`src/rtl/astro_rom_loader_pkg.sv`:
```
// Shared types and defaults for the ioctl -> dpram ROM loader.
package astro_loader_pkg;

    typedef enum logic [1:0] {
        IDLE   = 2'd0,
        WR_LO  = 2'd1,
        WR_HI  = 2'd2,
        FINISH = 2'd3
    } state_t;

    localparam int          ADDR_W_DEF   = 13;
    localparam logic [7:0]  IDX_BIOS_DEF = 8'd0;
    localparam logic [7:0]  IDX_CART_DEF = 8'd1;
    localparam int          ROM_BYTES    = 1 << ADDR_W_DEF;

endpackage

```
`src/rtl/astro_rom_loader_if.sv`:
```
// hps_io download bus as seen by the ROM loader; master = hps_io side, slave = loader.
interface astro_rom_loader_if;

    logic        ioctl_download;
    logic        ioctl_wr;
    logic [24:0] ioctl_addr;
    logic [15:0] ioctl_dout;
    logic [7:0]  ioctl_index;
    logic        ioctl_wait;

    modport master (
        output ioctl_download, ioctl_wr, ioctl_addr, ioctl_dout, ioctl_index,
        input  ioctl_wait
    );

    modport slave (
        input  ioctl_download, ioctl_wr, ioctl_addr, ioctl_dout, ioctl_index,
        output ioctl_wait
    );

endinterface

```
`src/rtl/astro_size_mask.sv`:
```
// Cart size -> mirror mask: (smallest 2^k >= size) - 1, k clamped to [8, ADDR_W]; size 0 -> all ones.
module astro_size_mask #(
    parameter int ADDR_W = 13
) (
    input  logic [15:0]       i_size,
    output logic [ADDR_W-1:0] o_mask
);

    // Scan from the largest window down so the smallest fitting power of two wins.
    always_comb begin
        o_mask = '1;
        if (i_size != 16'd0) begin
            for (int k = ADDR_W; k >= 8; k--) begin
                if ({16'd0, i_size} <= (32'd1 << k)) begin
                    o_mask = ADDR_W'((32'd1 << k) - 32'd1);
                end
            end
        end
    end

endmodule

```
`src/rtl/astro_rom_loader.sv`:
```
// Splits 16-bit hps_io download words into byte writes for the cart/BIOS dpram images.
// Optional macro ROM_CSUM_EN adds a 16-bit wrapping checksum of written cart bytes.
module astro_rom_loader
    import astro_loader_pkg::*;
#(
    parameter int         ADDR_W   = ADDR_W_DEF,
    parameter logic [7:0] IDX_BIOS = IDX_BIOS_DEF,
    parameter logic [7:0] IDX_CART = IDX_CART_DEF
) (
    input  logic                clk_sys,
    input  logic                reset,
    astro_rom_loader_if.slave   ioctl,
    output logic [ADDR_W-1:0]   mem_addr,
    output logic [7:0]          mem_data,
    output logic                cart_we,
    output logic                bios_we,
    input  logic [ADDR_W-1:0]   cpu_cart_addr,
    output logic [ADDR_W-1:0]   cart_rd_addr,
    output logic [15:0]         cart_size,
    output logic [ADDR_W-1:0]   cart_mask,
    output logic                overflow,
    output logic                load_done,
    output logic [15:0]         csum
);

    state_t            r_state, w_next;
    logic              r_dl_prev, r_fin_pend, r_oor, r_ovf;
    logic [15:0]       r_word, r_size, w_size_end;
    logic [ADDR_W-1:0] r_addr, r_mask, w_mask;
    logic [7:0]        r_idx, r_dl_idx;
    logic              w_dl_rise, w_dl_fall, w_busy;

    assign w_dl_rise  = ioctl.ioctl_download & ~r_dl_prev;
    assign w_dl_fall  = ~ioctl.ioctl_download & r_dl_prev;
    assign w_busy     = (r_state == WR_LO) || (r_state == WR_HI);
    assign w_size_end = 16'(r_addr) + 16'd2;

    astro_size_mask #(.ADDR_W(ADDR_W)) u_size_mask (
        .i_size (r_size),
        .o_mask (w_mask)
    );

    always_comb begin
        w_next = r_state;
        case (r_state)
            IDLE: begin
                if (w_dl_fall)
                    w_next = FINISH;
                else if (ioctl.ioctl_wr && ioctl.ioctl_download)
                    w_next = WR_LO;
            end
            WR_LO:   w_next = WR_HI;
            WR_HI:   w_next = (r_fin_pend || w_dl_fall) ? FINISH : IDLE;
            FINISH:  w_next = IDLE;
            default: w_next = IDLE;
        endcase
    end

    always_comb begin
        mem_addr = '0;
        mem_data = 8'h00;
        if (r_state == WR_LO) begin
            mem_addr = r_addr;
            mem_data = r_word[7:0];
        end else if (r_state == WR_HI) begin
            mem_addr = r_addr + ADDR_W'(1);
            mem_data = r_word[15:8];
        end
    end

    assign cart_we          = w_busy && !r_oor && (r_idx == IDX_CART);
    assign bios_we          = w_busy && !r_oor && (r_idx == IDX_BIOS);
    assign ioctl.ioctl_wait = w_busy;
    assign load_done        = (r_state == FINISH);
    assign cart_size        = r_size;
    assign cart_mask        = r_mask;
    assign overflow         = r_ovf;
    assign cart_rd_addr     = cpu_cart_addr & r_mask;

    always_ff @(posedge clk_sys or posedge reset) begin
        if (reset) begin
            r_state    <= IDLE;
            r_dl_prev  <= 1'b0;
            r_fin_pend <= 1'b0;
            r_word     <= '0;
            r_addr     <= '0;
            r_oor      <= 1'b0;
            r_idx      <= '0;
            r_dl_idx   <= '0;
            r_size     <= '0;
            r_mask     <= '1;
            r_ovf      <= 1'b0;
        end else begin
            r_state   <= w_next;
            r_dl_prev <= ioctl.ioctl_download;

            if (r_state == IDLE && w_next == WR_LO) begin
                r_word <= ioctl.ioctl_dout;
                r_addr <= ioctl.ioctl_addr[ADDR_W-1:0];
                r_oor  <= |ioctl.ioctl_addr[24:ADDR_W];
                r_idx  <= ioctl.ioctl_index;
            end

            if (w_dl_rise) begin
                r_dl_idx <= ioctl.ioctl_index;
                r_ovf    <= 1'b0;
                if (ioctl.ioctl_index == IDX_CART)
                    r_size <= '0;
            end

            if (r_state == WR_LO) begin
                if (r_oor)
                    r_ovf <= 1'b1;
                else if (r_idx == IDX_CART && w_size_end > r_size)
                    r_size <= w_size_end;
            end

            // A download that ends mid-word is remembered so the word completes first.
            if (r_state == WR_LO && w_dl_fall)
                r_fin_pend <= 1'b1;
            else if (r_state == WR_HI)
                r_fin_pend <= 1'b0;

            // Mask is updated on entry to FINISH so it is already valid during load_done.
            if (w_next == FINISH && r_state != FINISH && r_dl_idx == IDX_CART)
                r_mask <= w_mask;
        end
    end

`ifdef ROM_CSUM_EN
    logic [15:0] r_csum;

    always_ff @(posedge clk_sys or posedge reset) begin
        if (reset)
            r_csum <= '0;
        else if (w_dl_rise && ioctl.ioctl_index == IDX_CART)
            r_csum <= '0;
        else if (cart_we)
            r_csum <= r_csum + {8'h00, mem_data};
    end

    assign csum = r_csum;
`else
    assign csum = 16'h0000;
`endif

endmodule

```
`src/flat_wrapper.sv`:
```
// flat-port wrapper written by rule: the top's interface ports become plain ports
module astro_rom_loader_flat import astro_loader_pkg::*;
#(
    parameter int         ADDR_W   = ADDR_W_DEF,
    parameter logic [7:0] IDX_BIOS = IDX_BIOS_DEF,
    parameter logic [7:0] IDX_CART = IDX_CART_DEF
)
  (clk_sys, reset, mem_addr, mem_data, cart_we, bios_we, cpu_cart_addr, cart_rd_addr, cart_size, cart_mask, overflow, load_done, csum, ioctl_ioctl_download, ioctl_ioctl_wr, ioctl_ioctl_addr, ioctl_ioctl_dout, ioctl_ioctl_index, ioctl_ioctl_wait);
  astro_rom_loader_if ioctl_i ();
  input  logic clk_sys;
  input  logic reset;
  output logic [ADDR_W-1:0] mem_addr;
  output logic [7:0] mem_data;
  output logic cart_we;
  output logic bios_we;
  input  logic [ADDR_W-1:0] cpu_cart_addr;
  output logic [ADDR_W-1:0] cart_rd_addr;
  output logic [15:0] cart_size;
  output logic [ADDR_W-1:0] cart_mask;
  output logic overflow;
  output logic load_done;
  output logic [15:0] csum;
  input wire logic [$bits(ioctl_i.ioctl_download)-1:0] ioctl_ioctl_download;
  input wire logic [$bits(ioctl_i.ioctl_wr)-1:0] ioctl_ioctl_wr;
  input wire logic [$bits(ioctl_i.ioctl_addr)-1:0] ioctl_ioctl_addr;
  input wire logic [$bits(ioctl_i.ioctl_dout)-1:0] ioctl_ioctl_dout;
  input wire logic [$bits(ioctl_i.ioctl_index)-1:0] ioctl_ioctl_index;
  output wire logic [$bits(ioctl_i.ioctl_wait)-1:0] ioctl_ioctl_wait;
  assign ioctl_i.ioctl_download = ioctl_ioctl_download;
  assign ioctl_i.ioctl_wr = ioctl_ioctl_wr;
  assign ioctl_i.ioctl_addr = ioctl_ioctl_addr;
  assign ioctl_i.ioctl_dout = ioctl_ioctl_dout;
  assign ioctl_i.ioctl_index = ioctl_ioctl_index;
  assign ioctl_ioctl_wait = ioctl_i.ioctl_wait;
  astro_rom_loader #(.ADDR_W(ADDR_W), .IDX_BIOS(IDX_BIOS), .IDX_CART(IDX_CART)) u_core (.clk_sys(clk_sys), .reset(reset), .ioctl(ioctl_i), .mem_addr(mem_addr), .mem_data(mem_data), .cart_we(cart_we), .bios_we(bios_we), .cpu_cart_addr(cpu_cart_addr), .cart_rd_addr(cart_rd_addr), .cart_size(cart_size), .cart_mask(cart_mask), .overflow(overflow), .load_done(load_done), .csum(csum));
endmodule
```
`config.mk`:
```
export PLATFORM = sky130hd
export DESIGN_NAME = astro_rom_loader_flat
export DESIGN_NICKNAME = d
export VERILOG_FILES = /design/src/rtl/astro_rom_loader_pkg.sv /design/src/rtl/astro_rom_loader_if.sv /design/src/rtl/astro_size_mask.sv /design/src/rtl/astro_rom_loader.sv /design/src/flat_wrapper.sv
export SDC_FILE = /design/constraint.sdc
export NUM_CORES = 1
export LEC_CHECK = 0
export CORE_UTILIZATION = 50
export DETAILED_ROUTE_END_ITERATION = 7
export HOLD_SLACK_MARGIN = 0.1
export PLACE_DENSITY = 0.87
export RECOVER_POWER = 50
export SKIP_CTS_REPAIR_TIMING = 1
export SLEW_MARGIN = 20
export SYNTH_ARGS = -nofsm -noshare
export SYNTH_HDL_FRONTEND = slang
export SYNTH_SLANG_ARGS = --single-unit
export TNS_END_PERCENT = 100
```
`constraint.sdc`:
```
create_clock -name clk_sys -period 7.7 [get_ports clk_sys]
set_input_delay 1.54 -clock clk_sys [delete_from_list [all_inputs] [get_ports clk_sys]]
set_output_delay 1.54 -clock clk_sys [all_outputs]
set_load 0.01 [all_outputs]
```
After elaboration in Yosys (flattened, before gate mapping):

Cells that the tools add are included.

* register bits after elaboration: 80
* input port bits: 66
* output and inout port bits: 84
* logic and storage cells: 74

* add/sub/neg operators: 2
* $lt $le $gt $ge: 6
* eq/ne operators: 9
* multiplexer cells: 24
* bitwise operators: 5
* reductions and logical operators: 17

Operator list (count)
* 13-bit 2-to-1 mux: 8
* 16-bit 2-to-1 mux: 5
* 8-bit by 1-bit equality test with 1-bit output, second input constant: 3
* 16-bit > comparator: 1
* 16-bit by 10-bit <= comparator with 1-bit output, second input constant: 1
* 16-bit by 11-bit <= comparator with 1-bit output, second input constant: 1
* 16-bit by 12-bit <= comparator with 1-bit output, second input constant: 1
* 16-bit by 13-bit <= comparator with 1-bit output, second input constant: 1
* 16-bit by 9-bit <= comparator with 1-bit output, second input constant: 1
* 8-bit 2-to-1 mux: 2
* 16-bit nonzero test: 1
* 13-bit by 2-bit adder with 14-bit output, second input constant: 1
* 13-bit by 1-bit adder with 13-bit output, second input constant: 1
* 13-bit bitwise AND: 1
* 12-bit OR reduction: 1
* 1-bit logical AND: 9
* 8-bit zero test: 1
* 2-bit case mux with 4 select lines: 1
* 2-bit equality test, second input constant: 3
* 2-bit 2-to-1 mux: 3
* 1-bit 2-to-1 mux: 5
* 2-bit by 1-bit equality test with 1-bit output, second input constant: 2
* 1-bit bitwise AND: 2
* 2-bit zero test: 1
* other kinds (5): 7

Longest topological paths before layout:

Gate-level depths: netlist (run 1).

* depth after elaboration: 8
* depth in mapped cells: 14
* mapped depth without buffers: 12

By module:

Synthesis (run 1) repeated with hierarchy kept, for this count alone.

* cell total of the unflattened synthesis: 476
* area, all modules: 4937.2 um2

By module, submodules not included
* astro_rom_loader: times used 1, cells an instance 445, area each 4723.3 um2, seq. area each 2018.2 um2
* astro_size_mask: times used 1, cells an instance 31, area each 214.0 um2, seq. area each 0.0 um2

Worst setup path before layout (run 1):

OpenSTA, ideal clock, no wires.

* kind: input to output
* from: in cpu_cart_addr[10]
* to: out cart_rd_addr[10]
* data arrival time: 1705 ps
* path slack: 4455 ps
* stages on the path: 1
* path through: and2_1

* longest elaborated chain between the ends: 1

Ends and longest elaborated chain
* start: declaration: RTL line flat_wrapper.sv:16 `input logic [ADDR_W-1:0] cpu_cart_addr;`
* 13-bit bitwise AND: RTL line astro_rom_loader.sv:78 `assign cart_rd_addr = cpu_cart_addr & r_mask;`
* end: declaration: RTL line flat_wrapper.sv:17 `output logic [ADDR_W-1:0] cart_rd_addr;`

Every way passes these cells.

==> qor.yml, run 1 <==
synth-warning-count: 0
clock.fmax_ghz: 0.191
fin_crit_ps: 5230
ff_latch_area_um2: 1810
synthCells: 448
post_drt_via_cell_ratio: 5.87
synth_area_leaders: "dfrtp_1 (38%), mux2_2 (12%), ha_1 (5.6%), buf_4 (5.4%), or4_1 (3.0%)"
crit_type: "in2async"
cts_tree: "built"
cts-root-buf: "clkbuf_8"
start_util_pct: 51.3
min_path_cells: 1
finalHoldViolCount: 0
leakage_nw: 2.50
hold_end: "u_core.r_idx[1]"
cpPeakStageDelay_ps: 2650
regToRegEndpoint: "u_core.cart_size[9]"
area_delta_synth_final_pct: 27.7
synth-edff-count: 0
synth_top_family_by_area: "simple AND/OR/NAND/NOR gates"
vias: 3813
status: "finished, violations left"
drc: 0
critPathTopFamily: "buffers and inverters"
dp.final_hpwl_um: 7900
yosys.area_share.simple_pct: 16.3
dp_slack_ps: 3410
die-width_um: 96.4
clock_latency_ps: 350
gp_congestion: 0.850
grt_first_pass_wirelength_um: 17200
drv_slew: 73
worstSetupStartpointType: "primary input"
clk_pin_slew_ps: 80
synth.yosys.seq_area_share_pct: 40.6
port-buffer-count: 109
dr.pass1.iters: 4
ys_types: 47
htreeDepth: 3
drt.antenna.violating_nets: 0
fillCellCount: 650
end_kind: "asynchronous set/reset pin"
cp_data_required_time_ps: 7290
async_reset_ff_share_pct: 100
final_nets: 623
r2r_cells: 12
synthMuxAreaShare_pct: 12.1
ys.flop_type: "dfrtp_1"
rsz0062_at_grt: "false"
grt_max_degree: 73
wl_per_cell_um: 16.7
drt-total-wl_um: 10900
arrival_ps: 4830
cap_viol_max_count: 1
hp-class: "reg2reg"
cts_buffers: 9
avgSynthCellArea_um2: 9.94
setup-tns-final_ps: 0
netlist_area_um2: 4450
ir_worst_vdd_mv: 0.226
synth-xor-area-share_pct: 2.75
synth_compound_area_share_pct: 12.6
core_area_um2: 8680
gr-total-overflow: 0
critPathBufInv: 3
grt.total_usage_pct: 24.7
multi_input_area_um2: 2300
worstMarginPinSlew_ps: 3810
setup_viol: 0
n_antenna_cell: 0
power.density_nw_per_um2: 311
synth_top_cell_area_share_pct: 37.6
drive_gt1_share_pct: 14.6
yosys.area_share.adder_pct: 5.62
pin_count: 150
fin_skew_ps: 11.6
dieArea_um2: 9290
violations: "capacitance limit, slew limit"
relSlewSlack_pct: -154
cpMaxStageDelayCell: "clkbuf_1"
die_h_um: 96.4
hp-start: "u_core.r_idx[1]"
drt_iter0_drc: 237
path_cells: "dlygate4sd3_1 > clkinv_1 > clkbuf_1"
timing.critical_path.fanout_max: 72
rrSetupSlack_ps: 3540
fin_ws_ps: 2470
post-route-util_pct: 65.5
cts.sinks: 72
antenna_found_initial: 0
grt_pass1_vias: 3593
yosys.area.top_type: "dfrtp_1"
rr_startpoint: "u_core.r_addr[1]"
cts_buffer_depth: 2
ys_ff_latch: 72
period_share_pct: 68.0
fp-row-count: 34
area by class of cell:
cell class,count,area share (%)
flip-flops and latches,72,31.8
clock inverters,6,1.65
repair buffers,113,19.6
clock buffers,10,2.24
inverters,27,1.78
well taps,108,2.38
multi-input cells,314,40.5
worst max-delay path by stage:
stage / to / cells after the start / from
global route: u_core.cart_size[3] / 3 / reset
floorplan: u_core.cart_size[0] / 1 / reset
global placement: mem_addr[9] / 6 / u_core.r_state[1]
detailed placement: mem_addr[9] / 6 / u_core.r_state[1]
CTS: mem_addr[9] / 6 / u_core.r_state[1]
finish: u_core.cart_size[3] / 3 / reset
flip-flops by register name (all words and copies together) (netlist names):
register	flops
u_core.r_fin_pend	1
u_core.overflow	1
u_core.r_dl_prev	1
u_core.r_word	16
u_core.r_state	2
u_core.r_addr	13
u_core.r_oor	1
u_core.cart_size	16
u_core.r_idx	8
u_core.r_dl_idx	8
u_core.cart_mask	5
metrics by stage:
step                hold slack, ps  instance area (um^2)  cells  total power, W
global placement               482                  5470    634         0.00139
CTS                            509                  5690    650         0.00177
floorplan                      471                  4540    470         0.00110
finish                         507                  5690    650         0.00177
detailed placement             490                  5470    634         0.00143
global route                   531                  5690    650         0.00188
power breakdown:
group	total, W	internal, W	switching (W)	leakage (nW)
clock network	0.000335	0.000184	0.000151	0.107
logic	0.000803	0.000422	0.000382	1.59
registers	0.000632	0.000511	0.000121	0.803
total	0.00177	0.00112	0.000653	2.50
cell families after synthesis:
family,after synthesis
buffers and inverters,84
AND/OR/NAND/NOR,126
adder cells (fa/ha/maj),20
other,2
XOR/XNOR,14
multiplexers,48
AO/OA/AOI/OAI,82
flip-flops,72
layer usage:
| metal | track usage [%] | wire, um | vias up |
|---|---|---|---|
| li1 | - | - | 1753 |
| met1 | 31.0 | 4490 | 1855 |
| met2 | 40.2 | 5240 | 182 |
| met3 | 6.81 | 897 | 23 |
| met4 | 10.4 | 243 | 0 |
| met5 | 0 | 0 | - |
Yosys cell counts (5+ instances only):
| cell type | number |
|---|---|
| o311ai_0 | 7 |
| nand2_1 | 27 |
| or4_1 | 18 |
| a21boi_0 | 5 |
| a22o_1 | 8 |
| dfrtp_1 | 67 |
| nor3_1 | 8 |
| nor2_1 | 13 |
| buf_4 | 32 |
| xor2_1 | 7 |
| a21oi_1 | 8 |
| or3_1 | 6 |
| nand3_1 | 13 |
| ha_1 | 20 |
| and2_1 | 9 |
| o211ai_1 | 8 |
| mux2_2 | 48 |
| nor2b_1 | 5 |
| dfstp_2 | 5 |
| o221ai_1 | 6 |
| inv_1 | 27 |
| nand4_1 | 6 |
| clkbuf_1 | 24 |
| nor4_1 | 5 |
| xnor2_1 | 7 |
| o21ai_0 | 25 |
layout by cell type (no fill, tap or decap), drive strengths merged, types with 7 or more instances in the layout:
cell and instances:
dfrtp 67, mux2 48, o21ai 25, a22o 8
conb 24, a21oi 8, dlygate4sd3 19, xnor2 7
xor2 7, and2 9, ha 20, o311ai 7
clkbuf 11, nor3 8, clkdlybuf4s50 90, nor2 13
inv 26, nand3 13, nand2 27, or4 20
o211ai 8
No activity file was read; power rests on OpenSTA's default activity.
==> inputs of run 2 (changes only) <==
--- a/config.mk
+++ b/config.mk
@@ -5,10 +5,10 @@
 export SDC_FILE = /design/constraint.sdc
 export NUM_CORES = 1
 export LEC_CHECK = 0
-export CORE_UTILIZATION = 50
+export CORE_UTILIZATION = 46
 export DETAILED_ROUTE_END_ITERATION = 7
 export HOLD_SLACK_MARGIN = 0.1
-export PLACE_DENSITY = 0.87
+export PLACE_DENSITY = 0.81
 export RECOVER_POWER = 50
 export SKIP_CTS_REPAIR_TIMING = 1
 export SLEW_MARGIN = 20
==> constraint.sdc (replaced) <==
create_clock -name clk_sys -period 4.85 [get_ports clk_sys]
set_input_delay 0.97 -clock clk_sys [delete_from_list [all_inputs] [get_ports clk_sys]]
set_output_delay 0.97 -clock clk_sys [all_outputs]
set_load 0.01 [all_outputs]
==> run 2 against run 1 <==
Compared with the run above:
- the flow still finishes with violations (capacitance limit, slew limit)
- register-to-register slack got worse by 2700 ps
- first-iteration DRC count fell by 38%
- clock skew fell by 2.4 ps
- critical path type is now reg2out
==> qor.yml, run 2 (synthesis results as in run 1) <==
core_area_um2: 9330  # +7.5%
cp.depth: 6  # +3
wl_met3_um: 953  # +6.2%
ir_worst_vdd_mv: 0.435  # +92%
rr_startpoint: "u_core.r_addr[1]"
fp-row-count: 35  # +2.9%
placed_area_um2: 5500  # +0.48%
regToRegEndpoint: "u_core.cart_size[9]"
htreeDepth: 3  # unchanged
end_kind: "primary output"
cp_data_required_time_ps: 3880  # -3410 ps
setup.worst_path.end: "mem_addr[9]"
cpMaxStageDelayCell: "nor2b_1"
antenna_found_initial: 0  # unchanged
layout_common_cells: "clkdlybuf4s50_1 (97), dfrtp_1 (67), mux2_2 (48)"
relSlewSlack_pct: -50.8  # +100 points
dp.final_hpwl_um: 8060  # +2.0%
drive_gt1_share_pct: 14.8  # +0.21 points
grt.total_usage_pct: 22.8  # -1.8 points
cts-root-buf: "clkbuf_8"
drt-total-wl_um: 10800  # -0.86%
path_cells: "inv_1 > ha_1 > nor2b_1 > nand3_1 > o31ai_1 > clkdlybuf4s50_1"
cpPeakStageDelay_ps: 800  # -1850 ps
cap_viol_max_count: 1  # unchanged
post_drt_via_cell_ratio: 5.65  # -3.6%
setup-tns-final_ps: 0  # unchanged
cts_buffer_depth: 2  # unchanged
worstMarginPinSlew_ps: 2250  # -1560 ps
drt_iter0_drc: 147  # -38%
finalHoldViolCount: 0  # unchanged
cts_tree: "built"
wl_met2_um: 5150  # -1.6%
leakage_nw: 2.50  # +0.20%
gr-total-overflow: 0  # unchanged
gp_congestion: 0.915  # +7.7%
clock_latency_ps: 340  # about the same
die_h_um: 100  # +4.2%
wl_per_cell_um: 16.1  # -3.8%
area_delta_synth_final_pct: 28.3
crit_type: "reg2out"
timing.critical_path.fanout_max: 23  # -68%
fin_crit_ps: 4180
port-buffer-count: 109  # unchanged
critPathTopFamily: "simple AND/OR/NAND/NOR gates"
start_util_pct: 47.8  # -3.6 points
hp-class: "reg2reg"
layout_commonest_cell: "clkdlybuf4s50_1"
hold_slack_ps: 506  # -1.68 ps
clock.fmax_ghz: 0.239
period_share_pct: 86.3
critPathBufInv: 2  # -1
drc: 0  # unchanged
grt_first_pass_wirelength_um: 17900  # +4.2%
wl_met1_um: 4440  # -0.98%
fin_cells: 670  # +3.1%
top_layer: "met4"
setup.worst_path.start: "u_core.r_state[1]"
worstSetupStartpointType: "flip-flop"
n_antenna_cell: 0  # unchanged
r2r_cells: 12  # unchanged
grt_pass1_vias: 3711  # +3.3%
pin_count: 150  # unchanged
rrSetupSlack_ps: 810  # -2730 ps
post-route-util_pct: 61.3  # -4.2 points
cts.sinks: 72  # unchanged
arrival_ps: 3210  # -1620 ps
rsz0062_at_grt: "false"
dr.pass1.iters: 5  # +1
final_nets: 623  # unchanged
setup_viol: 0  # unchanged
violations: "capacitance limit, slew limit"
fin_area_um2: 5720  # +0.53%
drt.antenna.violating_nets: 0  # unchanged
status: "finished, violations left"
drv_slew: 52  # -29%
dp.cells: 655  # +3.3%
fin_skew_ps: 9.22  # -2.36 ps
dieArea_um2: 10100  # +8.5%
cts_buffers: 9  # unchanged
power.density_nw_per_um2: 491  # +58%
clk_pin_slew_ps: 80  # about the same
vias: 3787  # -0.68%
grt_max_degree: 52  # -29%
die-width_um: 100  # +4.2%
## run 2: power breakdown
| group | switching, W | internal [W] | leakage (nW) | total [W] |
|---|---|---|---|---|
| registers | 0.000194 | 0.000811 | 0.803 | 0.00101 |
| logic | 0.000601 | 0.000673 | 1.60 | 0.00127 |
| clock network | 0.000238 | 0.000289 | 0.102 | 0.000527 |
| total | 0.00103 | 0.00177 | 2.50 | 0.00281 |
## run 2: final cells by class
type / instances / area, um^2
inverter: 27 / 103
clock buffer: 9 / 124
multi-input combinational: 314 / 2310
clock inverter: 6 / 92.6
sequential: 72 / 1810
fill: 788 / 3610
timing repair buffer: 113 / 1120
tap: 129 / 161
## run 2: stage by stage
step	power [W]	worst slack (ps)
floorplan	0.00175	1640
global route	0.00299	398
CTS	0.00281	654
detailed placement	0.00227	942
global placement	0.00223	982
finish	0.00281	666
## run 2: routing by layer
layer	vias to the layer above	GRT usage, %
met1	1816	28.5
met2	203	37.8
li1	1751	-
met5	-	0
met4	0	8.25
met3	17	6.55
## run 2: worst min path at each step
stage	endpoint	slack, ps	from	cells past startpoint
detailed placement	u_core.r_idx[4]	490	u_core.r_idx[4]	1
global placement	u_core.r_dl_idx[0]	480	u_core.r_dl_idx[0]	1
global route	u_core.overflow	530	u_core.overflow	1
finish	u_core.r_idx[4]	510	u_core.r_idx[4]	1
floorplan	u_core.r_dl_idx[0]	470	u_core.r_dl_idx[0]	1
CTS	u_core.r_idx[4]	510	u_core.r_idx[4]	1
==> inputs of run 3 (changes only) <==
--- a/config.mk
+++ b/config.mk
@@ -8,10 +8,11 @@
 export CORE_UTILIZATION = 46
 export DETAILED_ROUTE_END_ITERATION = 7
 export HOLD_SLACK_MARGIN = 0.1
+export MAX_ROUTING_LAYER = met4
 export PLACE_DENSITY = 0.81
 export RECOVER_POWER = 50
 export SKIP_CTS_REPAIR_TIMING = 1
-export SLEW_MARGIN = 20
+export SLEW_MARGIN = 0
 export SYNTH_ARGS = -nofsm -noshare
 export SYNTH_HDL_FRONTEND = slang
 export SYNTH_SLANG_ARGS = --single-unit
==> run 3 against run 2 <==
Compared with the run above:
- the run still ends with capacitance limit, slew limit left
- global-route usage increased by 1.2 points
- clock power decreased by 12%
- combinational power about the same
- sequential share of layout area increased by 0.21 points
- core utilization decreased by 0.40 points
- non-clock buffer count unchanged
- fmax decreased by 2.0%
- die area unchanged
- first-iteration DRC count increased by 12%
- setup slack got worse by 86 ps
- critical path type unchanged
==> qor.yml, run 3 (synthesis results as in run 1) <==
status: "finished, violations left"
violations: "capacitance limit, slew limit"
antenna_found_initial: 0  # unchanged
post_drt_via_cell_ratio: 5.61  # -0.76%
timing.critical_path.fanout_max: 23  # unchanged
internal-power_w: 0.00169  # -4.9%
cp_data_required_time_ps: 3880  # about the same
regToRegEndpoint: "u_core.cart_size[9]"
rrSetupSlack_ps: 870  # +60 ps
grt_first_pass_wirelength_um: 18400  # +2.5%
min_path_cells: 1  # unchanged
drv_slew: 52  # unchanged
final_nets: 623  # unchanged
vias: 3764  # -0.61%
clock_latency_ps: 350  # about the same
drt.antenna.violating_nets: 0  # unchanged
layout_common_cells: "clkdlybuf4s50_1 (97), dfrtp_1 (67), mux2_2 (48)"
seqPwrFrac_pct: 36.8  # +1.0 points
clk_pin_slew_ps: 90  # about the same
fin_crit_ps: 4270  # +86.5 ps
p_clk_share_pct: 16.9  # -1.9 points
setup_viol: 0  # unchanged
gp_congestion: 0.920  # +0.49%
relSlewSlack_pct: -28.3  # +22 points
grt_pass1_vias: 3793  # +2.2%
wl_per_cell_um: 16.2  # +1.1%
dieArea_um2: 10100  # unchanged
cts_buffers: 9  # unchanged
ir_worst_vdd_mv: 0.332  # -24%
core_area_um2: 9330  # unchanged
end_kind: "primary output"
grt_max_degree: 52  # unchanged
fillCellCount: 795  # +0.89%
cts_buffer_depth: 2  # unchanged
hold_end: "u_core.r_idx[3]"
clock.fmax_ghz: 0.234  # -2.0%
cpMaxStageDelayCell: "nor2b_1"
crit_type: "reg2out"
pin_count: 150  # unchanged
drt_iter0_drc: 165  # +12%
finalHoldViolCount: 0  # unchanged
htreeDepth: 3  # unchanged
layout_commonest_cell: "clkdlybuf4s50_1"
post-route-util_pct: 60.9  # -0.40 points
power_frac_comb_pct: 46.3  # +0.9 points
grt.total_usage_pct: 24.1  # +1.2 points
drive_gt1_share_pct: 14.8  # -0.027 points
gr-total-overflow: 0  # unchanged
setup.worst_path.start: "u_core.r_state[1]"
dr.pass1.iters: 4  # -1
setup-tns-final_ps: 0  # unchanged
hp-start: "u_core.r_idx[3]"
rsz0062_at_grt: "false"
dp.final_hpwl_um: 8190  # +1.6%
dp_slack_ps: 932  # -9.54 ps
n_antenna_cell: 0  # unchanged
port-buffer-count: 109  # unchanged
die-width_um: 100  # unchanged
worstSetupStartpointType: "flip-flop"
rr_startpoint: "u_core.r_addr[1]"
fin_cells: 671  # +0.15%
worstMarginPinSlew_ps: 1920  # -326 ps
cap_viol_max_count: 1  # unchanged
dp.cells: 655  # unchanged
arrival_ps: 3300  # +90 ps
cts-root-buf: "clkbuf_8"
hp-class: "reg2reg"
power.density_nw_per_um2: 482  # -1.7%
period_share_pct: 88.1  # +1.8 points
leakage_nw: 2.49  # -0.35%
cts_tree: "built"
fin_ws_ps: 579  # -86.5 ps
area_delta_synth_final_pct: 27.5
fp-row-count: 35  # unchanged
start_util_pct: 47.8  # unchanged
cts.sinks: 72  # unchanged
r2r_cells: 12  # unchanged
drt-total-wl_um: 10900  # +1.2%
drc: 0  # unchanged
path_cells: "inv_1 > ha_1 > nor2b_1 > nand3_1 > o31ai_1 > clkdlybuf4s50_1"
swShare_pct: 38.4  # +1.7 points
power.switching_w: 0.00105  # +2.0%
cpPeakStageDelay_ps: 820  # +20 ps
fin_skew_ps: 13.6  # +4.34 ps
die_h_um: 100  # unchanged
-- run 3: power by group through the flow --
stage / clock network (W) / logic [W] / registers (W)
6_report: 0.000464 / 0.00127 / 0.00101
5_1_grt: 0.000500 / 0.00138 / 0.00104
4_1_cts: 0.000472 / 0.00127 / 0.00100
3_5_place_dp: 0 / 0.00126 / 0.00101
3_3_place_gp: 0 / 0.00123 / 0.000993
2_1_floorplan: 0 / 0.000814 / 0.000935
-- run 3: worst max-delay path by stage --
stage | to | slack (ps) | cells past startpoint
4_1_cts | mem_addr[9] | 590 | 6
6_report | mem_addr[9] | 580 | 6
3_3_place_gp | mem_addr[9] | 980 | 6
5_1_grt | mem_addr[9] | 330 | 6
2_1_floorplan | u_core.cart_size[13] | 1640 | 13
3_5_place_dp | u_core.cart_size[9] | 930 | 12
-- run 3: layout make-up --
type / count / area (um^2) / share of cell area (%)
Timing Repair Buffer: 113 / 1120 / 19.7
Sequential cell: 72 / 1810 / 31.8
Inverter: 27 / 101 / 1.78
Clock inverter: 6 / 50.0 / 0.881
Multi-Input combinational cell: 314 / 2300 / 40.6
Tap cell: 129 / 161 / 2.84
Clock buffer: 10 / 138 / 2.42
-- run 3: stage by stage --
step / cell area (um^2) / total power, W / hold WS [ps]
2_1_floorplan: 4540 / 0.00175 / 471
3_3_place_gp: 5500 / 0.00223 / 483
3_5_place_dp: 5500 / 0.00227 / 487
4_1_cts: 5680 / 0.00274 / 509
5_1_grt: 5680 / 0.00292 / 527
6_report: 5680 / 0.00274 / 508
-- run 3: layer usage --
layer	GRT usage, %	vias to the layer above	wire, um
met4	8.81	0	246
li1	-	1753	-
met5	-	-	0
met3	6.06	26	975
met2	38.4	216	5090
met1	29.6	1769	4590
-- run 3: worst max-delay path: cells and delay by family (launching register included) --
kind                       cells  cell delay, ps
DFF                            1             440
adders and majority gates      1             490
buffers and inverters          2             690
and+or+nand+nor                2            1000
AOI/OAI and AO/OA              1             310
